==> src/rtl/fastpow_mod.sv <==
// fastpow_mod: sequential square-and-multiply exponentiation, out = x^n.
// Two modes:
//   mod_en=0 : result truncated to W bits; ovf reports lost high bits.
//   mod_en=1 : result reduced modulo inm. A restoring reducer runs after each
//              multiply step and produces one quotient bit per cycle.
// Ports:
//   clk, nrst           clock and asynchronous active-low reset
//   start / ready       request, sampled only while ready=1
//   inx, inn, inm       base, exponent, modulus (latched on the accepting edge)
//   mod_en              mode select (latched on the accepting edge)
//   out, ovf, err       registered results, held until the next completion
//   done                one-cycle pulse when out is updated
module fastpow_mod #(
  parameter int W  = 16,
  parameter int NW = 8
) (
  input  logic          clk,
  input  logic          nrst,
  input  logic          start,
  input  logic [W-1:0]  inx,
  input  logic [NW-1:0] inn,
  input  logic [W-1:0]  inm,
  input  logic          mod_en,
  output logic [W-1:0]  out,
  output logic          ready,
  output logic          done,
  output logic          ovf,
  output logic          err
);

  localparam int CW = $clog2(2*W);

  typedef enum logic [1:0] {IDLE, STEP, RED, FIN} state_t;

  state_t          state_q;
  logic [W-1:0]    x_q, a_q, m_q;
  logic [NW-1:0]   n_q;
  logic            mode_q, xovf_q, aovf_q, errp_q, bit_q;
  logic [2*W-1:0]  da_q, dx_q;     // dividends being shifted out, MSB first
  logic [W:0]      ra_q, rx_q;     // partial remainders
  logic [CW-1:0]   cnt_q;

  logic [W-1:0]    out_q;
  logic            ready_q, done_q, ovf_q, err_q;

  // Full-width products
  logic [2*W-1:0]  pa, px;
  assign pa = {{W{1'b0}}, a_q} * {{W{1'b0}}, x_q};
  assign px = {{W{1'b0}}, x_q} * {{W{1'b0}}, x_q};

  // One restoring-division step for each dividend
  logic [W:0] m_ext, ra_sh, rx_sh, ra_nx, rx_nx;
  assign m_ext = {1'b0, m_q};
  assign ra_sh = {ra_q[W-1:0], da_q[2*W-1]};
  assign rx_sh = {rx_q[W-1:0], dx_q[2*W-1]};
  assign ra_nx = (ra_sh >= m_ext) ? ra_sh - m_ext : ra_sh;
  assign rx_nx = (rx_sh >= m_ext) ? rx_sh - m_ext : rx_sh;

  always_ff @(posedge clk or negedge nrst) begin
    if (!nrst) begin
      state_q <= IDLE;
      x_q     <= '0;
      a_q     <= '0;
      m_q     <= '0;
      n_q     <= '0;
      mode_q  <= 1'b0;
      xovf_q  <= 1'b0;
      aovf_q  <= 1'b0;
      errp_q  <= 1'b0;
      bit_q   <= 1'b0;
      da_q    <= '0;
      dx_q    <= '0;
      ra_q    <= '0;
      rx_q    <= '0;
      cnt_q   <= '0;
      out_q   <= '0;
      ready_q <= 1'b1;
      done_q  <= 1'b0;
      ovf_q   <= 1'b0;
      err_q   <= 1'b0;
    end else begin
      done_q <= 1'b0;
      unique case (state_q)
        IDLE: if (start) begin
          x_q     <= inx;
          m_q     <= inm;
          mode_q  <= mod_en;
          // modulus 1: every residue is 0, including x^0
          a_q     <= (mod_en && inm == W'(1)) ? '0 : W'(1);
          // modulus 0: force n=0 so STEP falls straight through to FIN,
          // which keeps the error path at the same 2-cycle latency as n=0
          n_q     <= (mod_en && inm == '0) ? '0 : inn;
          errp_q  <= mod_en && (inm == '0);
          xovf_q  <= 1'b0;
          aovf_q  <= 1'b0;
          ready_q <= 1'b0;
          state_q <= STEP;
        end
        STEP: begin
          if (n_q == '0) begin
            state_q <= FIN;
          end else begin
            n_q   <= n_q >> 1;
            bit_q <= n_q[0];
            if (mode_q) begin
              da_q    <= pa;
              dx_q    <= px;
              ra_q    <= '0;
              rx_q    <= '0;
              cnt_q   <= CW'(2*W-1);
              state_q <= RED;
            end else begin
              if (n_q[0]) a_q <= pa[W-1:0];
              x_q <= px[W-1:0];
              // a truncated x only pollutes a when it is actually multiplied
              // in, so the trailing discarded square never reaches aovf
              aovf_q <= aovf_q | (n_q[0] & (xovf_q | (pa[2*W-1:W] != '0)));
              xovf_q <= xovf_q | (px[2*W-1:W] != '0);
            end
          end
        end
        RED: begin
          da_q  <= da_q << 1;
          dx_q  <= dx_q << 1;
          ra_q  <= ra_nx;
          rx_q  <= rx_nx;
          cnt_q <= cnt_q - CW'(1);
          if (cnt_q == '0) begin
            x_q <= rx_nx[W-1:0];
            if (bit_q) a_q <= ra_nx[W-1:0];
            state_q <= STEP;
          end
        end
        FIN: begin
          out_q   <= errp_q ? '0 : a_q;
          ovf_q   <= mode_q ? 1'b0 : aovf_q;
          err_q   <= errp_q;
          done_q  <= 1'b1;
          ready_q <= 1'b1;
          state_q <= IDLE;
        end
        default: state_q <= IDLE;
      endcase
    end
  end

  assign out   = out_q;
  assign ready = ready_q;
  assign done  = done_q;
  assign ovf   = ovf_q;
  assign err   = err_q;

endmodule

==> config.mk <==
export PLATFORM = sky130hd
export DESIGN_NAME = fastpow_mod
export DESIGN_NICKNAME = d
export VERILOG_FILES = /design/src/rtl/fastpow_mod.sv
export SDC_FILE = /design/constraint.sdc
export NUM_CORES = 1
export LEC_CHECK = 0
export CORE_ASPECT_RATIO = 1.1
export CORE_MARGIN = 4
export CORE_UTILIZATION = 60
export DETAILED_ROUTE_END_ITERATION = 7
export PLACE_DENSITY_LB_ADDON = 0.05
export SYNTH_ARGS = -nofsm -noshare
export SYNTH_HDL_FRONTEND = slang
export SYNTH_SLANG_ARGS = --single-unit
==> constraint.sdc <==
create_clock -name clk -period 19.3 [get_ports clk]
set_input_delay 3.86 -clock clk [delete_from_list [all_inputs] [get_ports clk]]
set_output_delay 3.86 -clock clk [all_outputs]
set_load 0.03 [all_outputs]
==> run metrics, run 1 <==
syn avg cell area 8.80 um2; Max Slew Vio Count 0; pre-CTS WS 11720 ps; clock tree buffer depth 2; 1st-iter DRT viols 1441; worst r2r src x_q[3]; n_diodes 0; Top FF cell, synth dfrtp_1; CP startpoint x_q[3]; core box area 42400 um2; endpoints failing hold 0; Synth Area in Adders 39.8%; share of cells above drive strength 1 4.13%; Die ar. 46300 um2; Setup Skew 13.7 ps; gp weighted congestion 0.925; setup ws final 11610 ps; synthesized instance count 2926; Post-route DRC 0; CP max FO 26; compound-gate portion of the synthesized area 12.0%; unrepaired setup endpoints after global routing no; Via Count 20027; Die H 225 um; proportion of synthesized area in mux cells 2.98%; post_cts resized 0; CP Class flip-flop to flip-flop; H-tree Lvls 4; simple-gate area share of the yosys netlist 14.8%; largest area contributor in the netlist fa_1; CTS root buffer clkbuf_16; # fillers 3648; Min-Delay Path Class flip-flop to flip-flop; synth cell count leaders inv_1 (512), nand2_1 (395), fa_1 (360), ha_1 (242), dfrtp_1 (183); part of the cycle the worst path needs 39.8%; Nets 3542; status finished clean; Startpoint Class flip-flop; Max-Cap Viols 0; vias in the first global route 21065; largest cells by area after synthesis fa_1 (28%), dfrtp_1 (18%), ha_1 (12%), inv_1 (7.5%), nand2_1 (5.8%); most common cell in the netlist inv_1; largest family of logic cells by synthesized area adder cells; drt total wl 68100 um; Fin Setup TNS 0 ps; Hold Path Origin dx_q[10]; yosys warns 0; HPWL after detailed placement 53500 um; Overall Global Routing Usage 30.8%; Vias/cell 5.76; clock sink count 184; number of antenna violations at the first check in global routing 0; TritonCTS Buffers 17; I/O pin count 64; Die X 206 um; Async S/R FF share, synth 100%; min cycle time layout 7690 ps; 1st-pass router iterations 5; Critical Path RT 19650 ps; measured slew at the worst slew-check pin 1070 ps; Setup violations, final 0; Worst Setup End Kind flip-flop; wire per inst 19.6 um; syn_nets 3572; later-pin clock latency in the skew report 490 ps; worst path arrival time 8040 ps; Slew HR 28.6%; clock-pin slew on the worst setup and hold paths 70 ps; Area Overhead vs Synth 6.40%; global route total overflow 0; EDFF count, synth 0; fmax 0.130 GHz; Mapped Area 25700 um2; Antenna Violating Nets Remaining 0; input/output buffers 63; post-synth top area share 28.0%; number of distinct library cells after synthesis 79; largest net degree at the start of global routing 125; first-pass GRT wire length 112000 um; Seq cells post-synth 184; # rows 79; cts hold-fix bufs 0; Starting Density 60.7%; CTS tree yes; Setup Fix Bufs, Post-CTS 0; Seq/Total Area, Yosys 17.9%; XOR/XNOR share of the synthesized area 2.89%
-- through the flow --
| step | instance area (um2) | instances | util [%] | hold slack, ps |
|---|---|---|---|---|
| CTS | 27400 | 3476 | 64.6 | 483 |
| finish | 27400 | 3476 | 64.6 | 480 |
| floorplan | 25700 | 2926 | - | 439 |
| global route | 27400 | 3476 | 64.6 | 503 |
| detailed placement | 26800 | 3444 | 63.2 | 465 |
| global placement | 26800 | 3444 | 63.2 | 460 |
-- layout by cell type, fill, tap and decap left out, types with 31 or more instances in the layout --
master | synthesis | routed
xnor2_1 | 57 | 57
mux2i_1 | 43 | 43
ha_1 | 242 | 240
and2_1 | 136 | 136
a21oi_1 | 142 | 142
o21ai_0 | 121 | 121
nor2_1 | 137 | 137
nand2_1 | 395 | 395
clkdlybuf4s50_1 | 0 | 62
fa_1 | 360 | 360
o22ai_1 | 31 | 31
dfrtp_1 | 183 | 183
nand3_1 | 34 | 34
inv_1 | 512 | 512
-- final timing paths --
kind	endpoint	slack, ps	cells past startpoint
max	xovf_q	11610	22
min	dx_q[10]	480	2
max reg2reg	xovf_q	11610	22
min reg2reg	dx_q[10]	480	2
max in group asynchronous	da_q[22]	14330	2
min in group asynchronous	n_q[7]	3520	1
-- kinds of logic after synthesis --
family                   after synthesis
AND/OR/NAND/NOR                      826
buffers and inverters                660
adder cells (fa/ha/maj)              602
AO/OA/AOI/OAI                        496
flip-flops                           184
XOR/XNOR                              85
multiplexers                          73
-- state kept, by name, summed over array words and instances (netlist names), 2 cells and up --
signal,flops
da_q,32
dx_q,32
a_q,16
m_q,16
out,16
ra_q,16
rx_q,16
x_q,16
n_q,8
cnt_q,5
state_q,2
-- metal layers --
metal	GRT usage, %	up-vias	share of wire (%)	wire, um
li1	-	9281	-	-
met1	41.3	10044	42	28500
met2	50.6	575	48	32900
met3	4.56	127	5.7	3880
met4	12.6	0	4.2	2840
met5	0	-	0	0
-- worst max-delay path, stage by stage (launching register included) --
cell and delay [ps]:
dfrtp_1 1030, clkinv_1 600, nor2_1 380, fa_1 460, inv_1 90, fa_1 390
inv_1 80, fa_1 410, inv_1 90, fa_1 400, fa_1 460, fa_1 490
inv_1 40, ha_1 400, nand4_1 220, or3_1 380, o21ai_2 250, a31oi_1 170
xor2_1 240, nand3_1 130, or4_1 490, nor4_1 240, a31oi_1 110
-- final cells by class --
type	count	area (um2)	share of cell area, %
timing repair buffer	91	845	3.08
clock buffer	19	443	1.62
sequential	184	4610	16.8
tap	567	709	2.59
inverter	520	1950	7.13
multi-input combinational	2082	18700	68.3
clock inverter	13	136	0.498
Power of run 1 is not shown: default switching activity piles up to over one toggle a cycle in this logic, so the estimate is an artifact.
==> run 2, diff against run 1 <==
CORE_UTILIZATION = 59   (was 60)
clock period = 6.5 ns   (was 19.3 ns; I/O delays follow)
==> run 2 against run 1 <==
The flow now finishes with violations (setup timing). Register-to-register slack worse by 12000 ps. Final area up 8.4%. Utilization up 4.1 points. Largest cell class unchanged. Final cell count up 5.4%. Critical path depth up 2. Via count up 3.1%. Critical path type unchanged. Global-route usage down 0.80 points. Setup slack worse by 12000 ps. Clock skew up 4.9 ps. Die area up 1.6%.
==> run metrics, run 2 (synthesis gave the netlist of run 1 again) <==
clock tree buffer depth 2 (unchanged); 1st-pass router iterations 5 (unchanged); Max-Cap Viols 0 (unchanged); n_diodes 0 (unchanged); Via Count 20642 (+3.1%); CP startpoint x_q[1]; cell count after placement 3610 (+4.8%); global route total overflow 0 (unchanged); clock-pin slew on the worst setup and hold paths 80 ps (about the same); fmax 0.153 GHz (+18%); # rows 80 (+1.3%); FF-to-FF path depth 24 (+9.1%); HPWL after detailed placement 56900 um (+6.3%); Vias/cell 5.64 (-2.2%); Fin Setup TNS -37.2 ps (-37.2 ps); top flop regs da_q: 32 flops, dx_q: 32 flops; Area Overhead vs Synth 15.3%; CP max FO 4 (-85%); Finished Layout Cells 3663 (+5.4%); 1st-iter DRT viols 1274 (-12%); worst r2r src x_q[1]; Nets 3722 (+5.1%); R2R setup slack -40 ps (-11650 ps); largest net degree at the start of global routing 137 (+9.6%); wire per inst 19.2 um (-2.0%); H-tree Lvls 4 (unchanged); CP Class flip-flop to flip-flop; part of the cycle the worst path needs 101% (+61 points); Critical Path RT 6830 ps (-12820 ps); clock sink count 184 (unchanged); Setup Skew 18.6 ps (+4.90 ps); most frequent cells in the layout inv_1 (509), nand2_1 (394), fa_1 (356); Starting Density 59.5% (-1.2 points); number of antenna violations at the first check in global routing 0 (unchanged); later-pin clock latency in the skew report 460 ps (-30 ps); Overall Global Routing Usage 30.0% (-0.80 points); cts hold-fix bufs 0 (unchanged); input/output buffers 63 (unchanged); Post-route DRC 0 (unchanged); Min-Delay Path Class flip-flop to flip-flop; gp weighted congestion 0.954 (+3.1%); Die H 227 um (+0.81%); worst path arrival time 6860 ps (-1180 ps); failing checks setup timing; Hold Path Origin dx_q[6]; Setup violations, final 2 (+2); CTS root buffer clkbuf_16; Die ar. 47000 um2 (+1.6%); first-pass GRT wire length 113000 um (+1.0%); Die X 207 um (+0.81%); status complete, but fails checks; Post-DP Area 28100 um2 (+5.0%); # fillers 3591 (-1.6%); measured slew at the worst slew-check pin 1040 ps (-34.4 ps); CTS tree yes; Worst Setup End Kind flip-flop; Antenna Violating Nets Remaining 0 (unchanged); final instance area 29700 um2 (+8.4%); I/O pin count 64 (unchanged); Slew HR 30.9% (+2.3 points); TritonCTS Buffers 17 (unchanged); commonest non-fill, non-tap cell in the layout inv_1; hold endpoint dx_q[6]; WHS 484 ps (+4.48 ps); unrepaired setup endpoints after global routing yes; endpoints failing hold 0 (unchanged); Startpoint Class flip-flop; FF-to-FF End xovf_q; Min-Delay Path Depth 2 (unchanged); Max Slew Vio Count 0 (unchanged); setup ws final -37.2 ps (-11650 ps); core box area 43200 um2 (+2.0%); vias in the first global route 21483 (+2.0%); share of cells above drive strength 1 13.2% (+9.1 points); drt total wl 70400 um (+3.3%); min cycle time layout 6540 ps (-1150 ps)
==> run 2: how the worst max path moves through the flow <==
stage,endpoint,slack [ps],depth (start not counted)
global placement,aovf_q,-20,24
global route,xovf_q,-220,23
floorplan,xovf_q,100,23
detailed placement,xovf_q,-200,24
finish,xovf_q,-40,24
CTS,xovf_q,-50,23
==> run 2: metrics by stage <==
| stage | worst slack [ps] | utilization (%) |
|---|---|---|
| floorplan | 100 | - |
| global placement | -19.5 | 65.1 |
| detailed placement | -205 | 65.1 |
| CTS | -52.7 | 66.9 |
| global route | -225 | 68.7 |
| finish | -37.2 | 68.7 |
==> run 2: critical path: stages, from the launching register on <==
cell and delay, ps:
dfrtp_2 480, inv_4 110, nor2_1 100, fa_1 560
inv_1 60, fa_1 530, inv_1 60, fa_1 510
inv_1 50, fa_1 540, fa_1 460, fa_1 500
inv_1 50, ha_1 290, nand4_1 190, buf_4 200
nor3_1 240, nor3_2 90, o21ai_4 100, a31oi_4 140
xor2_2 190, nand3_1 100, or4_4 510, nor4_4 220
a31oi_1 110
==> run 2: cell type report <==
| cell class | instances | area [um2] | area share [%] |
|---|---|---|---|
| clock buffer | 17 | 425 | 1.43 |
| clock inverter | 15 | 199 | 0.670 |
| inverter | 520 | 1960 | 6.60 |
| multi-input combinational | 2082 | 19400 | 65.2 |
| sequential | 184 | 4630 | 15.6 |
| tap | 574 | 718 | 2.42 |
| timing repair buffer | 271 | 2400 | 8.09 |
==> run 2: metal layers <==
metal	GRT usage, %	vias to the layer above	wire (um)
met5	0	-	0
met4	8.94	0	1910
met3	4.49	108	3660
met2	50.7	515	34500
met1	40.9	10378	30300
li1	-	9641	-
==> run 2: repair_timing <==
item                       4_1_cts  5_1_grt
setup endpoints to repair        6       22
pin swaps                        8       35
setup buffers                    8       12
gates resized for setup         21      129
cloned                           0        1
Power of run 2 is left out for the same reason.
==> run 3, diff against run 2 <==
CAP_MARGIN = 10   (was default)
==> results of run 3 <==
Same layout as run 2: the final DEF is identical, and so are final timing and power.
Power of run 3 is left out for the same reason.
